`src/rtl/uart_tx_ctrl.sv`:
```
// uart_tx_ctrl: UART transmit frame sequencer (start, LSB-first data, optional parity, stop bits)
// paced by baud_tick, with a valid/ready word handshake on the host side.
module uart_tx_ctrl #(
    parameter int DATA_BITS  = 8,
    parameter int PARITY_EN  = 1,
    parameter int PARITY_ODD = 0,
    parameter int STOP_BITS  = 1
) (
    input  logic                 sys_clk,
    input  logic                 rst,
    input  logic                 baud_tick,
    input  logic [DATA_BITS-1:0] tx_data,
    input  logic                 tx_valid,
    output logic                 tx_ready,
    output logic                 tx_out,
    output logic                 tx_busy,
    output logic                 tx_done
);
    localparam int CW = $clog2(DATA_BITS);

    typedef enum logic [2:0] {IDLE, ALIGN, START, DATA, PARITY, STOP} state_e;

    state_e               state_q, state_d;
    logic [DATA_BITS-1:0] shift_q, shift_d;
    logic [CW-1:0]        cnt_q, cnt_d;
    logic                 stop_q, stop_d;
    logic                 par_q, par_d;
    logic                 out_q, out_d;
    logic                 busy_q, done_q, done_d;
    logic                 last_data, last_stop, accept;

    assign last_data = cnt_q == CW'(DATA_BITS - 1);
    assign last_stop = stop_q == 1'(STOP_BITS - 1);
    assign accept    = tx_valid && state_q == IDLE;

    always_ff @(posedge sys_clk) begin
        if (rst) begin
            state_q <= IDLE;
            shift_q <= '0;
            cnt_q   <= '0;
            stop_q  <= 1'b0;
            par_q   <= 1'b0;
            out_q   <= 1'b1;
            busy_q  <= 1'b0;
            done_q  <= 1'b0;
        end else begin
            state_q <= state_d;
            shift_q <= shift_d;
            cnt_q   <= cnt_d;
            stop_q  <= stop_d;
            par_q   <= par_d;
            out_q   <= out_d;
            busy_q  <= state_d != IDLE;
            done_q  <= done_d;
        end
    end

    always_comb begin
        state_d = state_q;
        case (state_q)
            IDLE:    state_d = tx_valid ? ALIGN : IDLE;
            ALIGN:   state_d = baud_tick ? START : ALIGN;
            START:   state_d = baud_tick ? DATA : START;
            DATA:    state_d = baud_tick && last_data ? (PARITY_EN != 0 ? PARITY : STOP) : DATA;
            PARITY:  state_d = baud_tick ? STOP : PARITY;
            STOP:    state_d = baud_tick && last_stop ? IDLE : STOP;
            default: state_d = IDLE;
        endcase
    end

    // The shift register always presents the next bit to send in bit 0.
    always_comb begin
        shift_d = shift_q;
        cnt_d   = cnt_q;
        stop_d  = stop_q;
        par_d   = par_q;
        out_d   = out_q;
        done_d  = 1'b0;
        if (accept) begin
            shift_d = tx_data;
            par_d   = (^tx_data) ^ 1'(PARITY_ODD);
        end
        if (baud_tick) begin
            case (state_q)
                ALIGN: out_d = 1'b0;
                START: begin
                    out_d   = shift_q[0];
                    shift_d = shift_q >> 1;
                    cnt_d   = '0;
                end
                DATA: begin
                    out_d   = last_data ? (PARITY_EN != 0 ? par_q : 1'b1) : shift_q[0];
                    shift_d = shift_q >> 1;
                    cnt_d   = last_data ? cnt_q : cnt_q + CW'(1);
                end
                PARITY: out_d = 1'b1;
                STOP: begin
                    out_d  = 1'b1;
                    stop_d = last_stop ? 1'b0 : stop_q + 1'b1;
                    done_d = last_stop;
                end
                default: ;
            endcase
        end
    end

    assign tx_ready = state_q == IDLE;
    assign tx_out   = out_q;
    assign tx_busy  = busy_q;
    assign tx_done  = done_q;
endmodule

```
`config.mk`:
```
export PLATFORM = sky130hd
export DESIGN_NAME = uart_tx_ctrl
export DESIGN_NICKNAME = d
export VERILOG_FILES = /design/src/rtl/uart_tx_ctrl.sv
export SDC_FILE = /design/constraint.sdc
export NUM_CORES = 1
export LEC_CHECK = 0
export ABC_AREA = 1
export BUFFER_PORTS_ARGS = -buffer_cell sky130_fd_sc_hd__buf_4
export CAP_MARGIN = 30
export CORE_UTILIZATION = 40
export CTS_CLUSTER_SIZE = 28
export DETAILED_ROUTE_END_ITERATION = 8
export GPL_TIMING_DRIVEN = 1
export PLACE_DENSITY = 0.62
export SYNTH_ARGS = -nofsm -noshare
export SYNTH_HDL_FRONTEND = slang
export SYNTH_SLANG_ARGS = --single-unit
export TNS_END_PERCENT = 100
```
`constraint.sdc`:
```
create_clock -name sys_clk -period 2.85 [get_ports sys_clk]
set_clock_uncertainty 0.15 [all_clocks]
set_input_delay 0.4275 -clock sys_clk [delete_from_list [all_inputs] [get_ports sys_clk]]
set_output_delay 0.4275 -clock sys_clk [all_outputs]
set_load 0.005 [all_outputs]
```
Word level (Yosys, flattened, before mapping):

Cells that the tools add are included.
W data, S select, Z words.

* flip-flop bits (word level): 19
* latch bits: 0
* RAM bits: 0
* bits in read-only memories: 0
* input bits: 12
* output and inout bits: 4
* word-level logic and storage cells: 49
* memories kept: 0

* add/sub/neg operators: 2
* multiply operators: 0
* div/mod/pow operators: 0
* order comparisons: 0
* equal/unequal tests: 7
* shift operators: 0
* muxes and demuxes: 15
* bitwise gates (word level): 3
* reduce and logical (&&, ||, !) cells: 14

Operators with widths (count)
* $mux W8: 3
* $pmux W3 S6: 1
* $eq A3 B3 Y1 const B: 3
* $mux W3: 3
* $reduce_xor A8 Y1: 1
* $eq A3 B2 Y1 const B: 2
* $pmux W3 S2: 1
* $mux W1: 5
* $pmux W1 S4: 1
* $reduce_and A2 Y1: 2
* $reduce_bool A4 Y1: 1
* $reduce_or A2 Y1: 2
* $add A3 B1 Y3 const B: 1
* $eq A3 B1 Y1 const B: 1
* $logic_and A1 B1 Y1: 3
* $logic_not A3 Y1: 1
* $not A1 Y1: 3
* $reduce_and A3 Y1: 1
* $reduce_bool A3 Y1: 1
* $reduce_or A3 Y1: 1
* $mux W2: 1
* $ne A2 B2 Y1 const B: 1
* $reduce_bool A2 Y1: 1
* $add A1 B1 Y1 const B: 1

Logic depth before layout (Yosys ltp):

* word-level depth: 5
* depth in mapped cells: 10
* mapped depth without buffers: 10

Worst setup path before layout:

Ideal clock, no wire load.

* path kind: reg-to-reg
* start: register cnt_q[0]
* end: register busy_q (netlist: tx_busy)
* library setup time: 0.114 ns
* arrival: 1.148 ns
* required time: 2.586 ns
* setup slack: 1.438 ns
* stages on the path, launching flop included: 9
* buffers on the path: 0
* clock period less this slack: 1.412 ns
* path through: dfxtp_1 > ha_1 > ha_1 > nand2_1 > o21ai_1 > nor2_1 > nand2_1 > nand2_1 > nand2_1

* longest elaborated chain between the ends: 5

RTL lines
* from (decl): line 25 `logic [CW-1:0] cnt_q, cnt_d;`
* from (signal assigned): line 49 `cnt_q <= cnt_d;`
* $eq A3 B3 Y1: line 32 `assign last_data = cnt_q == CW'(DATA_BITS - 1);`
* $logic_and A1 B1 Y1: line 64 `DATA: state_d = baud_tick && last_data ? (PARITY_EN != 0 ? PARITY : STOP) : DATA;`
* $mux W3: line 64
* $pmux W3 S6: line 60 `case (state_q)`
* $reduce_bool A3 Y1: line 53 `busy_q <= state_d != IDLE;`
* to (signal assigned): line 44 `busy_q <= 1'b0;`
* to (signal assigned): line 53
* to (decl): line 29 `logic busy_q, done_q, done_d;`

Every way passes these cells.
A chain may end at the register's enable or synchronous reset.

Worst setup path after layout:

* start: register state_q[2]
* end: output tx_ready

* longest elaborated chain between the ends: 1

RTL lines
* from (decl): line 23 `state_e state_q, state_d;`
* from (signal assigned): line 47 `state_q <= state_d;`
* $logic_not A3 Y1: line 107 `assign tx_ready = state_q == IDLE;`
* to (decl): line 14 `output logic tx_ready,`

Every way passes these cells.

==> results.md <==
* CTS tree: yes
* Worst path required time at 2.27 ns
* CP peak stage delay at 0.41 ns
* Post-CTS setup buffers at 0
* Crit Path Class: reg2out
* Post-synthesis sequential area ratio at 33.5%
* Register bit total from synthesis at 18
* Pre-CTS WS at 1.33 ns
* Synthesized area at 0.00107 sq mm
* Max Fanout on Critical Path at 7
* CTS resizes at 0
* Post-Syn Nets at 182
* Setup Viol. Count Final at 0
* Number of max-cap violations at 0
* Routed wire per std cell at 9.73 microns
* Run status: finished clean
* Hold buffers post-CTS at 0
* First-pass DRT Iterations at 4
* Critical path depth at 2
* Syn_area_per_cell at 6.40 sq um
* Reg clk slew, reported paths at 0.10 ns
* Slew Viols, Final at 0
* Leak Pwr at 0.644 nW
* Final wirelength at 2070 microns
* Die X at 53.8 microns
* Syn Inst Count at 168
* Most common cell after layout, fill and taps aside: nand2_1
* Residual DRC count at 0
* PortBufs at 15
* Final Wtd Congestion at 0.836
* CTS Buffer Depth at 2
* CP max stage cell: dfxtp_1
* Num CTS Buffers at 3
* Slew @ Worst Pin at 0.303 ns
* RSZ-0062 raised after global routing: false
* Reg2Reg Depth at 8
* Critical Path Sink Type: primary output
* Reg-to-Reg Start: cnt_q[0]
* Maximum vdd ir drop at 0.224 mV
* Post-DR vias/cell at 4.86
* Setup WS post-layout at 1.23 ns
* Share of cells above drive strength 1 at 16.4%
* Die ar. at 0.00290 sq mm
* Sum Neg Setup Slack at 0 ns
* Vias in the first global route at 948
* CP Capture Point: tx_ready
* Max_slew headroom at 79.8%
* Buffers and inverters on the worst path at 1
* Fill cell total of the finished layout at 261
* Pin count of the biggest net entering global routing at 19
* CTS H-tree depth at 1
* Worst Setup Start Kind: flop
* Total number of vias at 1036
* Crit path time final at 1.62 ns
* Chip height at 53.8 microns
* Worst R2R Setup Slack at 1.33 ns
* GRT Overall Usage at 18.1%
* Detailed Place HPWL at 1660 microns
* Final Hold Fails at 0
* Diodes inserted at 0
* F_max at 616 MHz
* GRT overflow at 0
* Nets at 199
* Ys Warns at 0
* Crit path DAT at 1.05 ns
* Min-Delay Path Class: in2reg
* Clk_lat worst skew at 0.29 ns
* Initial Util at 43.0%
* Area Growth Syn to Fin at 14.2%
* Core footprint at 0.00250 sq mm
* Row count at 18
* Final period util at 57.0%
* Initial antenna violation count at 0
* Cells along the critical path: nor3_1, buf_4
* Iteration-0 DRC count of the detailed router at 26
* PwrDens at 438 mW/mm^2
* First-pass GRT wire length at 3790 microns
* Clock Sinks at 18
* Top delay family on crit path: flip-flops
* Yosys cell types at 26
* Reg-to-reg endpoint: tx_busy
* Clock tree root driver cell: clkbuf_4
* Critical Path Start: state_q[2]
* I/O pin cnt at 16
* Most frequent cells in the layout: 49 x nand2_1, 26 x inv_1, 18 x nor2_1, 18 x dfxtp_1, 15 x buf_4
* Post-DRT Antenna Nets at 0
[synth_stat cells]
cell type   n  area (sq um)
nand2_1    49           184
inv_1      26          97.6
dfxtp_1    18           360
nor2_1     18          67.6
o21ai_0     9          45.0
a21oi_1     7          35.0
o21ai_1     7          35.0
nand3_1     5          25.0
nor3_1      4          20.0
o31ai_1     4          30.0
inv_2       3          11.3
ha_1        2          25.0
nand2_4     2          22.5
nor2_2      2          12.5
a211oi_2    1          12.5
buf_2       1          5.00
buf_6       1          11.3
clkbuf_1    1          3.75
clkinv_2    1          5.00
inv_4       1          6.26
nand3_4     1          17.5
nand3b_1    1          7.51
nor2_4      1          11.3
o211ai_1    1          7.51
o21a_1      1          7.51
xnor2_1     1          8.76
[metal layers]
layer	routed length (microns)	vias to the layer above	part of all wire [%]	track usage, %
li1	-	552	-	-
met2	1000	20	48	31.5
met4	31	0	1.5	8.77
met1	972	460	47	20.9
met3	67	4	3.2	3.39
met5	0	-	0	0
[cells by family (layout without fill, tap and decap cells)]
kind of cell | after synthesis | count (layout) | synth area share, %
compound gates | 30 | 30 | 16.1
xor+xnor | 1 | 1 | 0.815
simple gates | 83 | 83 | 34.2
fa+ha+maj | 2 | 2 | 2.33
flops | 18 | 18 | 33.5
buf+inv | 34 | 49 | 13.0
[registers in the layout (all words and copies together) (netlist names)]
register  cells
state_q       3
cnt_q         3
tx_done       1
par_q         1
tx_out        1
shift_q       8
tx_busy       1
[power by group]
part,internal (mW),total (mW),switching [mW]
combinational,0.0541,0.128,0.0737
sequential,0.272,0.285,0.0129
clock,0.0491,0.124,0.0749
total,0.376,0.537,0.162
[worst min-delay path, stage by stage]
cell and delay [ns]:
buf_4 0.09, o21ai_1 0.07, o31ai_1 0.05
[worst min-delay path by stage]
stage               startpoint          to  slack, ns  cells past startpoint
floorplan           shift_q[5]  shift_q[4]       0.29                      2
global placement    shift_q[7]  shift_q[7]       0.31                      2
detailed placement    cnt_q[2]    cnt_q[2]       0.32                      2
CTS                 tx_data[5]  shift_q[5]       0.22                      3
global route        tx_data[5]  shift_q[5]       0.24                      3
finish              tx_data[5]  shift_q[5]       0.23                      3
[stage by stage]
step	util [%]	instances	total power, mW	area [sq um]	hold slack [ns]
5_1_grt	49.1	213	0.577	1230	0.243
3_3_place_gp	48.2	210	0.418	1200	0.309
3_5_place_dp	48.2	210	0.421	1200	0.315
4_1_cts	49.1	213	0.546	1230	0.219
6_report	49.1	213	0.537	1230	0.231
2_1_floorplan	-	168	0.382	1070	0.294
[layout make-up]
cell class	instances	area, sq um	share of cell area, %
multi-input cells	116	574	46.8
flip-flops and latches	18	360	29.4
inverters	31	120	9.79
repair buffers	15	113	9.17
well taps	30	37.5	3.06
clock buffers	3	22.5	1.83
Note: power is estimated with default switching activity, not from simulation.
